[config.mk]
export PLATFORM = sky130hd
export DESIGN_NAME = adsr_envelope_flat
export DESIGN_NICKNAME = d
export VERILOG_FILES = /design/src/rtl/env_pkg.sv /design/src/rtl/adsr_envelope_if.sv /design/src/rtl/env_tick_gen.sv /design/src/rtl/adsr_envelope.sv /design/src/flat_wrapper.sv
export SDC_FILE = /design/constraint.sdc
export NUM_CORES = 1
export LEC_CHECK = 0
export CORE_ASPECT_RATIO = 1.5
export CORE_MARGIN = 2
export CORE_UTILIZATION = 40
export CTS_CLUSTER_DIAMETER = 150
export DETAILED_ROUTE_END_ITERATION = 12
export RECOVER_POWER = 50
export SYNTH_ARGS = -nofsm -noshare
export SYNTH_HDL_FRONTEND = slang
export SYNTH_SLANG_ARGS = --single-unit
[constraint.sdc]
create_clock -name clk_in -period 4.4 [get_ports clk_in]
set_input_delay 0.88 -clock clk_in [delete_from_list [all_inputs] [get_ports clk_in]]
set_output_delay 0.88 -clock clk_in [all_outputs]
set_load 0.05 [all_outputs]
[src/rtl/env_pkg.sv]
// Shared types and defaults for the per-voice ADSR envelope slice.
// Latency: n/a (declarations only).
// Backpressure: n/a; the envelope path has no flow control.
package env_pkg;

    localparam int DEF_WIDTH    = 16;
    localparam int DEF_TICK_DIV = 1024;
    localparam int NOTE_SEL_W   = 3;

    typedef enum logic [2:0] {
        IDLE    = 3'd0,
        ATTACK  = 3'd1,
        DECAY   = 3'd2,
        SUSTAIN = 3'd3,
        RELEASE = 3'd4
    } env_state_t;

endpackage

[src/rtl/adsr_envelope_if.sv]
// Bundle of the note-decoder controls, envelope rates and envelope outputs for one voice.
// Latency: n/a (wiring only).
// Backpressure: none; the gate, trigger and rates are plain levels and strobes.
interface adsr_envelope_if
    import env_pkg::*;
#(
    parameter int WIDTH = DEF_WIDTH
);
    logic                  gate_in;
    logic                  trigger_in;
    logic [NOTE_SEL_W-1:0] note_sel_in;
    logic [WIDTH-1:0]      attack_rate_in;
    logic [WIDTH-1:0]      decay_rate_in;
    logic [WIDTH-1:0]      sustain_level_in;
    logic [WIDTH-1:0]      release_rate_in;
    logic [WIDTH-1:0]      env_out;
    logic [NOTE_SEL_W-1:0] note_out;
    logic                  active_out;
    logic                  done_out;

    // Note decoder / control side: drives gate, trigger, note and rates.
    modport master (
        output gate_in, trigger_in, note_sel_in,
        output attack_rate_in, decay_rate_in, sustain_level_in, release_rate_in,
        input  env_out, note_out, active_out, done_out
    );

    // Envelope generator side.
    modport slave (
        input  gate_in, trigger_in, note_sel_in,
        input  attack_rate_in, decay_rate_in, sustain_level_in, release_rate_in,
        output env_out, note_out, active_out, done_out
    );

endinterface

[src/rtl/env_tick_gen.sv]
// Envelope step prescaler: counts 0..TICK_DIV-1 and flags the last count as a tick.
// Latency: tick is combinational from the count register; restart takes effect at the next edge.
// Backpressure: none; free-running apart from the synchronous restart.
module env_tick_gen #(
    parameter int TICK_DIV = 1024
) (
    input  logic clk_in,
    input  logic rst_n_in,
    input  logic restart,
    output logic tick
);
    localparam int CNT_W = (TICK_DIV > 2) ? $clog2(TICK_DIV) : 1;
    localparam logic [CNT_W-1:0] CNT_LAST = CNT_W'(TICK_DIV - 1);

    logic [CNT_W-1:0] cnt_q;

    assign tick = (cnt_q == CNT_LAST);

    // Prescaler count: restart wins, otherwise wrap after the tick count.
    always_ff @(posedge clk_in or negedge rst_n_in) begin
        if (!rst_n_in) begin
            cnt_q <= '0;
        end else if (restart || tick) begin
            cnt_q <= '0;
        end else begin
            cnt_q <= cnt_q + 1'b1;
        end
    end

endmodule

[src/rtl/adsr_envelope.sv]
// Per-voice ADSR envelope: saturating attack/decay/release steps on prescaler ticks, sustain tracks level live.
// Latency: all outputs registered; first envelope step lands TICK_DIV+1 cycles after an accepted trigger.
// Backpressure: none; triggers with gate low are dropped. Define ADSR_RETRIGGER_EN for legato retrigger.
module adsr_envelope
    import env_pkg::*;
#(
    parameter int WIDTH    = DEF_WIDTH,
    parameter int TICK_DIV = DEF_TICK_DIV
) (
    input  logic             clk_in,
    input  logic             rst_n_in,
    adsr_envelope_if.slave   env_if
);
    localparam logic [WIDTH-1:0] ENV_MAX = '1;

`ifdef ADSR_RETRIGGER_EN
    localparam bit RETRIG_EN = 1'b1;
`else
    localparam bit RETRIG_EN = 1'b0;
`endif

    env_state_t            state_q, state_nxt;
    logic [WIDTH-1:0]      env_q, env_nxt;
    logic [NOTE_SEL_W-1:0] note_q, note_nxt;
    logic                  active_q, active_nxt;
    logic                  done_q, done_nxt;

    logic                  tick;
    logic                  acc_trig;
    logic                  take_trig;
    logic                  in_hold_phase;

    logic [WIDTH:0]        att_sum;
    logic [WIDTH:0]        dec_diff;
    logic [WIDTH:0]        rel_diff;
    logic                  att_sat;
    logic                  dec_hit;
    logic                  rel_hit;

    env_tick_gen #(
        .TICK_DIV (TICK_DIV)
    ) u_tick_gen (
        .clk_in   (clk_in),
        .rst_n_in (rst_n_in),
        .restart  (take_trig),
        .tick     (tick)
    );

    assign acc_trig      = env_if.trigger_in & env_if.gate_in;
    assign in_hold_phase = (state_q == ATTACK) || (state_q == DECAY) || (state_q == SUSTAIN);
    assign take_trig     = acc_trig &&
                           ((state_q == IDLE) || (state_q == RELEASE) || (RETRIG_EN && in_hold_phase));

    // One extra bit on every step so overflow and borrow are visible before clamping.
    assign att_sum  = {1'b0, env_q} + {1'b0, env_if.attack_rate_in};
    assign dec_diff = {1'b0, env_q} - {1'b0, env_if.decay_rate_in};
    assign rel_diff = {1'b0, env_q} - {1'b0, env_if.release_rate_in};
    assign att_sat  = (att_sum >= {1'b0, ENV_MAX});
    assign dec_hit  = dec_diff[WIDTH] || (dec_diff[WIDTH-1:0] <= env_if.sustain_level_in);
    assign rel_hit  = rel_diff[WIDTH] || (rel_diff[WIDTH-1:0] == '0);

    // State register; reset mid-envelope always returns to IDLE.
    always_ff @(posedge clk_in or negedge rst_n_in) begin
        if (!rst_n_in) begin
            state_q <= IDLE;
        end else begin
            state_q <= state_nxt;
        end
    end

    // Next state: gate fall beats everything, then trigger, then the tick-driven step.
    always_comb begin
        state_nxt = state_q;
        case (state_q)
            IDLE: begin
                if (take_trig) state_nxt = ATTACK;
            end
            ATTACK: begin
                if (!env_if.gate_in)      state_nxt = RELEASE;
                else if (take_trig)       state_nxt = ATTACK;
                else if (tick && att_sat) state_nxt = DECAY;
            end
            DECAY: begin
                if (!env_if.gate_in)      state_nxt = RELEASE;
                else if (take_trig)       state_nxt = ATTACK;
                else if (tick && dec_hit) state_nxt = SUSTAIN;
            end
            SUSTAIN: begin
                if (!env_if.gate_in)      state_nxt = RELEASE;
                else if (take_trig)       state_nxt = ATTACK;
            end
            RELEASE: begin
                if (take_trig)            state_nxt = ATTACK;
                else if (tick && rel_hit) state_nxt = IDLE;
            end
            default: state_nxt = IDLE;
        endcase
    end

    // Output/datapath next values; a trigger or gate fall freezes env for that cycle.
    always_comb begin
        env_nxt  = env_q;
        note_nxt = note_q;
        if (take_trig) note_nxt = env_if.note_sel_in;
        case (state_q)
            ATTACK: begin
                if (env_if.gate_in && !take_trig && tick)
                    env_nxt = att_sat ? ENV_MAX : att_sum[WIDTH-1:0];
            end
            DECAY: begin
                if (env_if.gate_in && !take_trig && tick)
                    env_nxt = dec_hit ? env_if.sustain_level_in : dec_diff[WIDTH-1:0];
            end
            SUSTAIN: begin
                if (env_if.gate_in && !take_trig)
                    env_nxt = env_if.sustain_level_in;
            end
            RELEASE: begin
                if (!take_trig && tick)
                    env_nxt = rel_hit ? '0 : rel_diff[WIDTH-1:0];
            end
            default: env_nxt = env_q;
        endcase
        active_nxt = (state_nxt != IDLE);
        done_nxt   = (state_q == RELEASE) && (state_nxt == IDLE);
    end

    // Output registers.
    always_ff @(posedge clk_in or negedge rst_n_in) begin
        if (!rst_n_in) begin
            env_q    <= '0;
            note_q   <= '0;
            active_q <= 1'b0;
            done_q   <= 1'b0;
        end else begin
            env_q    <= env_nxt;
            note_q   <= note_nxt;
            active_q <= active_nxt;
            done_q   <= done_nxt;
        end
    end

    assign env_if.env_out    = env_q;
    assign env_if.note_out   = note_q;
    assign env_if.active_out = active_q;
    assign env_if.done_out   = done_q;

endmodule

[src/flat_wrapper.sv]
// flat-port wrapper written by rule: the top's interface ports become plain ports
module adsr_envelope_flat import env_pkg::*;
#(
    parameter int WIDTH    = DEF_WIDTH,
    parameter int TICK_DIV = DEF_TICK_DIV
)
  (clk_in, rst_n_in, env_if_gate_in, env_if_trigger_in, env_if_note_sel_in, env_if_attack_rate_in, env_if_decay_rate_in, env_if_sustain_level_in, env_if_release_rate_in, env_if_env_out, env_if_note_out, env_if_active_out, env_if_done_out);
  adsr_envelope_if #(.WIDTH(WIDTH)) env_if_i ();
  input  logic clk_in;
  input  logic rst_n_in;
  input wire logic [$bits(env_if_i.gate_in)-1:0] env_if_gate_in;
  input wire logic [$bits(env_if_i.trigger_in)-1:0] env_if_trigger_in;
  input wire logic [$bits(env_if_i.note_sel_in)-1:0] env_if_note_sel_in;
  input wire logic [$bits(env_if_i.attack_rate_in)-1:0] env_if_attack_rate_in;
  input wire logic [$bits(env_if_i.decay_rate_in)-1:0] env_if_decay_rate_in;
  input wire logic [$bits(env_if_i.sustain_level_in)-1:0] env_if_sustain_level_in;
  input wire logic [$bits(env_if_i.release_rate_in)-1:0] env_if_release_rate_in;
  output wire logic [$bits(env_if_i.env_out)-1:0] env_if_env_out;
  output wire logic [$bits(env_if_i.note_out)-1:0] env_if_note_out;
  output wire logic [$bits(env_if_i.active_out)-1:0] env_if_active_out;
  output wire logic [$bits(env_if_i.done_out)-1:0] env_if_done_out;
  assign env_if_i.gate_in = env_if_gate_in;
  assign env_if_i.trigger_in = env_if_trigger_in;
  assign env_if_i.note_sel_in = env_if_note_sel_in;
  assign env_if_i.attack_rate_in = env_if_attack_rate_in;
  assign env_if_i.decay_rate_in = env_if_decay_rate_in;
  assign env_if_i.sustain_level_in = env_if_sustain_level_in;
  assign env_if_i.release_rate_in = env_if_release_rate_in;
  assign env_if_env_out = env_if_i.env_out;
  assign env_if_note_out = env_if_i.note_out;
  assign env_if_active_out = env_if_i.active_out;
  assign env_if_done_out = env_if_i.done_out;
  adsr_envelope #(.WIDTH(WIDTH), .TICK_DIV(TICK_DIV)) u_core (.clk_in(clk_in), .rst_n_in(rst_n_in), .env_if(env_if_i));
endmodule
==> Word-level counts from Yosys, hierarchy flattened <==
Cells that the tools add are included.
{ "totals": {"in_bits": 71, "register_bits": 34, "wordCells": 61, "output_inout_bits": 21} }
{ "classes": {"n_addsub": 4, "n_eq_ne": 9, "n_mux": 20, "magnitude_cmp": 2, "n_reduce_logical": 19, "n_bitwise": 1} }
{ "ops": {"columns": ["op", "n"], "rows": [
  ["16-bit two-way mux", 7],
  ["16-bit one-hot mux with 4 select lines", 1],
  ["16-bit by 16-bit subtractor with 17-bit output", 2],
  ["3-bit two-way mux", 10],
  ["16-bit by 16-bit adder with 17-bit output", 1],
  ["17-bit by 16-bit greater-or-equal comparator with 1-bit output, second input constant", 1],
  ["16-bit less-or-equal comparator", 1],
  ["16-bit zero test", 1],
  ["3-bit one-hot mux with 5 select lines", 1],
  ["10-bit by 1-bit adder with 10-bit output, second input constant", 1],
  ["10-bit equality test, second input constant", 1],
  ["10-bit two-way mux", 1],
  ["1-bit logical AND", 8],
  ["3-bit by 2-bit equality test with 1-bit output, second input constant", 2],
  ["3-bit zero test", 2],
  ["2-bit inequality test, second input constant", 3],
  ["5-bit AND reduction", 1],
  ["1-bit logical OR", 4],
  ["4-bit nonzero test", 1],
  ["3-bit by 1-bit equality test with 1-bit output, second input constant", 1],
  ["3-bit equality test, second input constant", 1],
  ["3-bit nonzero test", 1],
  ["2-bit by 1-bit inequality test with 1-bit output, second input constant", 1],
  ["1-bit bitwise AND", 1],
  ["1-bit zero test", 1]
]} }

==> Logic depth before layout (Yosys ltp) <==
{ "logic_depth": {"depth_word": 10, "mapped_depth": 21, "mapped_depth_nobuf": 20} }

==> Modules after synthesis <==
Synthesis repeated with hierarchy kept, for this count alone.
{ "unflattened": {"hier_cells": 634, "area_unflattened_um2": 5032.3} }
{ "modules_own_cells": {"columns": ["mod", "area_each_um2", "instances", "cells_each", "seq_area_each_um2"], "rows": [
  ["adsr_envelope", 4519.3, 1, 580, 600.6],
  ["env_tick_gen", 513.0, 1, 54, 250.2]
]} }

==> Least setup slack after synthesis <==
Ideal clock, no wire load.
{ "synth_timing": {"kind": "input to register", "start": "input env_if_decay_rate_in[1]", "end": "register u_core.env_q[4], in the netlist u_core.env_if.env_out[4]", "t_arrival_ns": 4.337, "stages": 21, "setup_slack_ns": -0.031, "required_ns": 4.306, "path_buffers": 1, "setup_ns": 0.094, "path_cell_list": "inv_1 -> ha_1 -> nor2b_1 -> o21a_1 -> o21ai_0 -> a211o_1 -> a31oi_1 -> a31o_2 -> a21oi_1 -> xnor2_1 -> ha_1 -> nand4_1 -> nor2_1 -> o21ai_0 -> nand3_1 -> o311ai_4 -> or2_2 -> buf_2 -> mux2i_1 -> o221a_2 -> a211oi_1"} }
{ "synth_via": {"elab_chain_len": 6} }
{ "synth_rtl": {"columns": ["element", "line", "text"], "rows": [
  ["start, declared", "flat_wrapper.sv:15", "input wire logic [$bits(env_if_i.decay_rate_in)-1:0] env_if_decay_rate_in;"],
  ["16-bit by 16-bit subtractor with 17-bit output (*)", "adsr_envelope.sv:56", "assign dec_diff = {1'b0, env_q} - {1'b0, env_if.decay_rate_in};"],
  ["16-bit less-or-equal comparator", "adsr_envelope.sv:59", "assign dec_hit = dec_diff[WIDTH] || (dec_diff[WIDTH-1:0] <= env_if.sustain_level_in);"],
  ["1-bit logical OR", "adsr_envelope.sv:59", null],
  ["16-bit two-way mux (*)", "adsr_envelope.sv:112", "env_nxt = dec_hit ? env_if.sustain_level_in : dec_diff[WIDTH-1:0];"],
  ["16-bit two-way mux (*)", "adsr_envelope.sv:111", "if (env_if.gate_in && !take_trig && tick)"],
  ["16-bit one-hot mux with 4 select lines (*)", "adsr_envelope.sv:105", "case (state_q)"],
  ["end signal, assigned", "adsr_envelope.sv:136", "env_q <= env_nxt;"],
  ["end, declared", "adsr_envelope.sv:23", "logic [WIDTH-1:0] env_q, env_nxt;"]
]} }
Mark *: on every way between the ends. The rest lies on a longest branch, timed or not. The select of a mux whose other input is x is not followed.
A chain may end at the register's enable or synchronous reset.

==> Final worst setup path <==
{ "layout_timing": {"start": "input env_if_release_rate_in[5]", "end": "register u_core.env_q[3], in the netlist u_core.env_if.env_out[3]"} }
{ "layout_via": {"elab_chain_len": 6} }
{ "layout_rtl": {"columns": ["element", "line", "text"], "rows": [
  ["start, declared", "flat_wrapper.sv:17", "input wire logic [$bits(env_if_i.release_rate_in)-1:0] env_if_release_rate_in;"],
  ["16-bit by 16-bit subtractor with 17-bit output (*)", "adsr_envelope.sv:57", "assign rel_diff = {1'b0, env_q} - {1'b0, env_if.release_rate_in};"],
  ["16-bit zero test", "adsr_envelope.sv:60", "assign rel_hit = rel_diff[WIDTH] || (rel_diff[WIDTH-1:0] == '0);"],
  ["1-bit logical OR (*)", "adsr_envelope.sv:60", null],
  ["16-bit two-way mux (*)", "adsr_envelope.sv:120", "env_nxt = rel_hit ? '0 : rel_diff[WIDTH-1:0];"],
  ["16-bit two-way mux (*)", "adsr_envelope.sv:119", "if (!take_trig && tick)"],
  ["16-bit one-hot mux with 4 select lines (*)", "adsr_envelope.sv:105", null]
]} }
Marked as above.

==> metrics.csv <==
metric,value,unit
maxSlewHeadroom,-27.6,%
route.vias.total,5516,
crit_path_end_kind,flip-flop,
holdPathStages,2,
period_minus_slack,4290,ps
peakVddDrop,0.170,mV
holdWs,476,ps
h-tree-depth,2,
cts_hold_buf,0,
cp_cell_sequence,clkdlybuf4s50_1 > inv_1 > ha_1 > buf_4 > a221oi_4 > buf_4 > xor2_2 > nand3_1 > or4_4 > or4_4 > o41ai_4 > buf_6 > o221a_4 > a211oi_2,
grt_pass1_wl,27500,µm
antenna_found_initial,0,
finalSetupViolCount,0,
fill_cells,1033,
syn_to_final_growth,56.2,%
slowest_delay,580,ps
io_pins,92,
syn_avg_cell_area,7.92,µm²
required,4550,ps
min_period_over_period,97.6,%
port-buffer-count,91,
yosys.area.top_type_share,17.4,%
reg2regPathDepth,25,
crit_slowest_cell,or4_4,
power_density,182,nW/µm²
layout-drive-gt1-share,30.3,%
synth-seq-cells,34,
crit_fanout,5,
final_nets,971,
antenna_cells,0,
core-area,12000,µm²
hp-class,reg2reg,
finClkSkew,2.19,ps
die-area,13100,µm²
tightest_slew,1910,ps
r2r_end,u_core.env_if.env_out[8]$_DFFE_PN0P_,
worstSetupPathType,in2reg,
p_total,1390,µW
postRouteAntennaNets,0,
clk_pin_slew_worst_paths,60,ps
hp-start,u_core.env_if.note_out[1]$_DFFE_PN0P_,
async_flop_share,100,%
synth_seq_area_share,17.4,%
hpwl,13700,µm
path_buf_inv,5,
gp_congestion,0.877,
row_count,49,
violations,"max-capacitance violations, max-slew violations",
syn_area,4880,µm²
final_cells,986,
chipWidth,94.1,µm
crit_arrival,4440,ps
drt-total-wl,17500,µm
first_pass_iters,5,
drv_slew,35,
drcViolationCount,0,
drtIter0Drc,255,
ys_warn_count,0,
p_leak,0.00369,µW
synth_nets,755,
dp_cells,947,
clock-sinks,34,
yosysMostFrequentCell,ha_1,
start_util,40.8,%
maxCapViolations,1,
clockBufferDepth,2,
grt_max_degree,35,
synth_commonest_cells,"ha_1 (65), inv_1 (63), nor2_1 (57)",
clk_latency,280,ps
min_to,u_core.env_if.note_out[1]$_DFFE_PN0P_,
syn-instance-count,616,
synth_area_leaders,"dfrtp_1 (17%), ha_1 (17%), a21oi_1 (5.2%)",
synth_cell_types,66,
overflow,0,
clock-root-buffer,clkbuf_16,
synth_flop_cell,dfrtp_1,
finalHoldViolations,0,
path_delay_family,simple AND/OR/NAND/NOR gates,
r2r_setup_slack,230,ps
status,"complete, but fails checks",
synth_area_leader_cell,dfrtp_1,
grt_pass1_vias,5723,
wl_per_cell,17.8,µm
numCtsBuffers,5,
crit_path_start_kind,input port,
timing.rr.start,u_core.env_if.env_out[0]$_DFFE_PN0P_,
die_h,139,µm
cts_tree,yes,
clock.fmax,233,MHz
synth_edf_count,0,
vias_per_cell,5.59,
grt_use_total,26.3,%
[report_power, final]
part	internal [µW]	switching [µW]
clock network	267	140
logic	285	309
registers	351	36.2
total	903	485
[layout make-up]
cell class | instances | area, µm² | area share (%)
clock buffers | 5 | 125 | 1.64
inverters | 63 | 239 | 3.14
repair buffers | 220 | 1900 | 24.9
well taps | 153 | 191 | 2.51
flip-flops and latches | 34 | 851 | 11.2
multi-input cells | 508 | 4270 | 56.1
clock inverters | 3 | 45.0 | 0.591
[worst min-delay path, delay by kind of cell (launching register included)]
| family | cells | cell delay, ps |
|---|---|---|
| flops | 1 | 340 |
| simple gates | 2 | 100 |
[metal layers]
metal	share of wire (%)	global-route usage (%)
met1	40	30.8
met2	52	47.8
met3	3.6	2.76
met4	3.8	10.9
met5	0	0
[logic make-up (layout without fill, tap and decap cells)]
logic type | count (synthesis) | after routing | synth area share (%)
AO/OA/AOI/OAI | 195 | 195 | 28.1
XOR/XNOR | 45 | 45 | 8.47
adder cells (fa/ha/maj) | 68 | 68 | 17.9
buffers and inverters | 75 | 291 | 5.83
flip-flops | 34 | 34 | 17.4
multiplexers | 16 | 16 | 3.39
AND/OR/NAND/NOR | 183 | 184 | 18.9
[state kept, by name, indices dropped and copies added, names as in the netlist]
register,cells
u_core.env_if.note_out,3
u_core.env_if.active_out,1
u_core.u_tick_gen.cnt_q,10
u_core.state_q,3
u_core.env_if.env_out,16
u_core.env_if.done_out,1
[layout by cell type (no fill, tap or decap), drive strengths merged, types with 5 or more instances in the layout]
cell / n
nor3: 8
ha: 65
o21a: 8
o21bai: 6
nand2b: 11
nor2: 57
clkbuf: 9
dlymetal6s2s: 9
buf: 129
nand2: 38
nor2b: 7
a221oi: 6
mux2i: 12
o221ai: 5
o211ai: 7
xnor2: 30
o21ai: 37
and3: 8
a21oi: 51
nand3: 14
xor2: 15
dfrtp: 34
nand4: 9
a211oi: 15
a21o: 19
clkdlybuf4s50: 73
inv: 63
o221a: 9
[stage by stage]
step / TNS [ps] / setup slack [ps] / area, µm² / util [%]
6_report: 0 / 107 / 7620 / 63.7
5_1_grt: -8.70 / -6.72 / 7620 / 63.7
4_1_cts: 0 / 9.48 / 7280 / 60.9
3_5_place_dp: -12400 / -819 / 6670 / 55.8
3_3_place_gp: -9660 / -645 / 6670 / 55.8
2_1_floorplan: 0 / 20.2 / 4880 / -
[how the worst max path moves through the flow]
stage	from	endpoint	cells past startpoint	slack, ps
floorplan	env_if_decay_rate_in[0]	u_core.env_if.env_out[4]$_DFFE_PN0P_	19	20
global placement	env_if_decay_rate_in[1]	u_core.env_if.env_out[4]$_DFFE_PN0P_	21	-650
detailed placement	env_if_decay_rate_in[1]	u_core.env_if.env_out[5]$_DFFE_PN0P_	20	-820
CTS	env_if_release_rate_in[7]	u_core.env_if.env_out[3]$_DFFE_PN0P_	14	9
global route	env_if_release_rate_in[6]	u_core.env_if.env_out[8]$_DFFE_PN0P_	24	-7
finish	env_if_release_rate_in[5]	u_core.env_if.env_out[3]$_DFFE_PN0P_	14	110
[repair_timing]
| action | in CTS | in global routing |
|---|---|---|
| setup endpoints to repair | 18 | 17 |
| setup buffers | 24 | 6 |
| endpoints found under the hold margin | 0 | 0 |
| pin swaps | 32 | 45 |
| gates cloned | 1 | 0 |
| resized for setup | 61 | 80 |
Power figures use the tool's default switching activity.
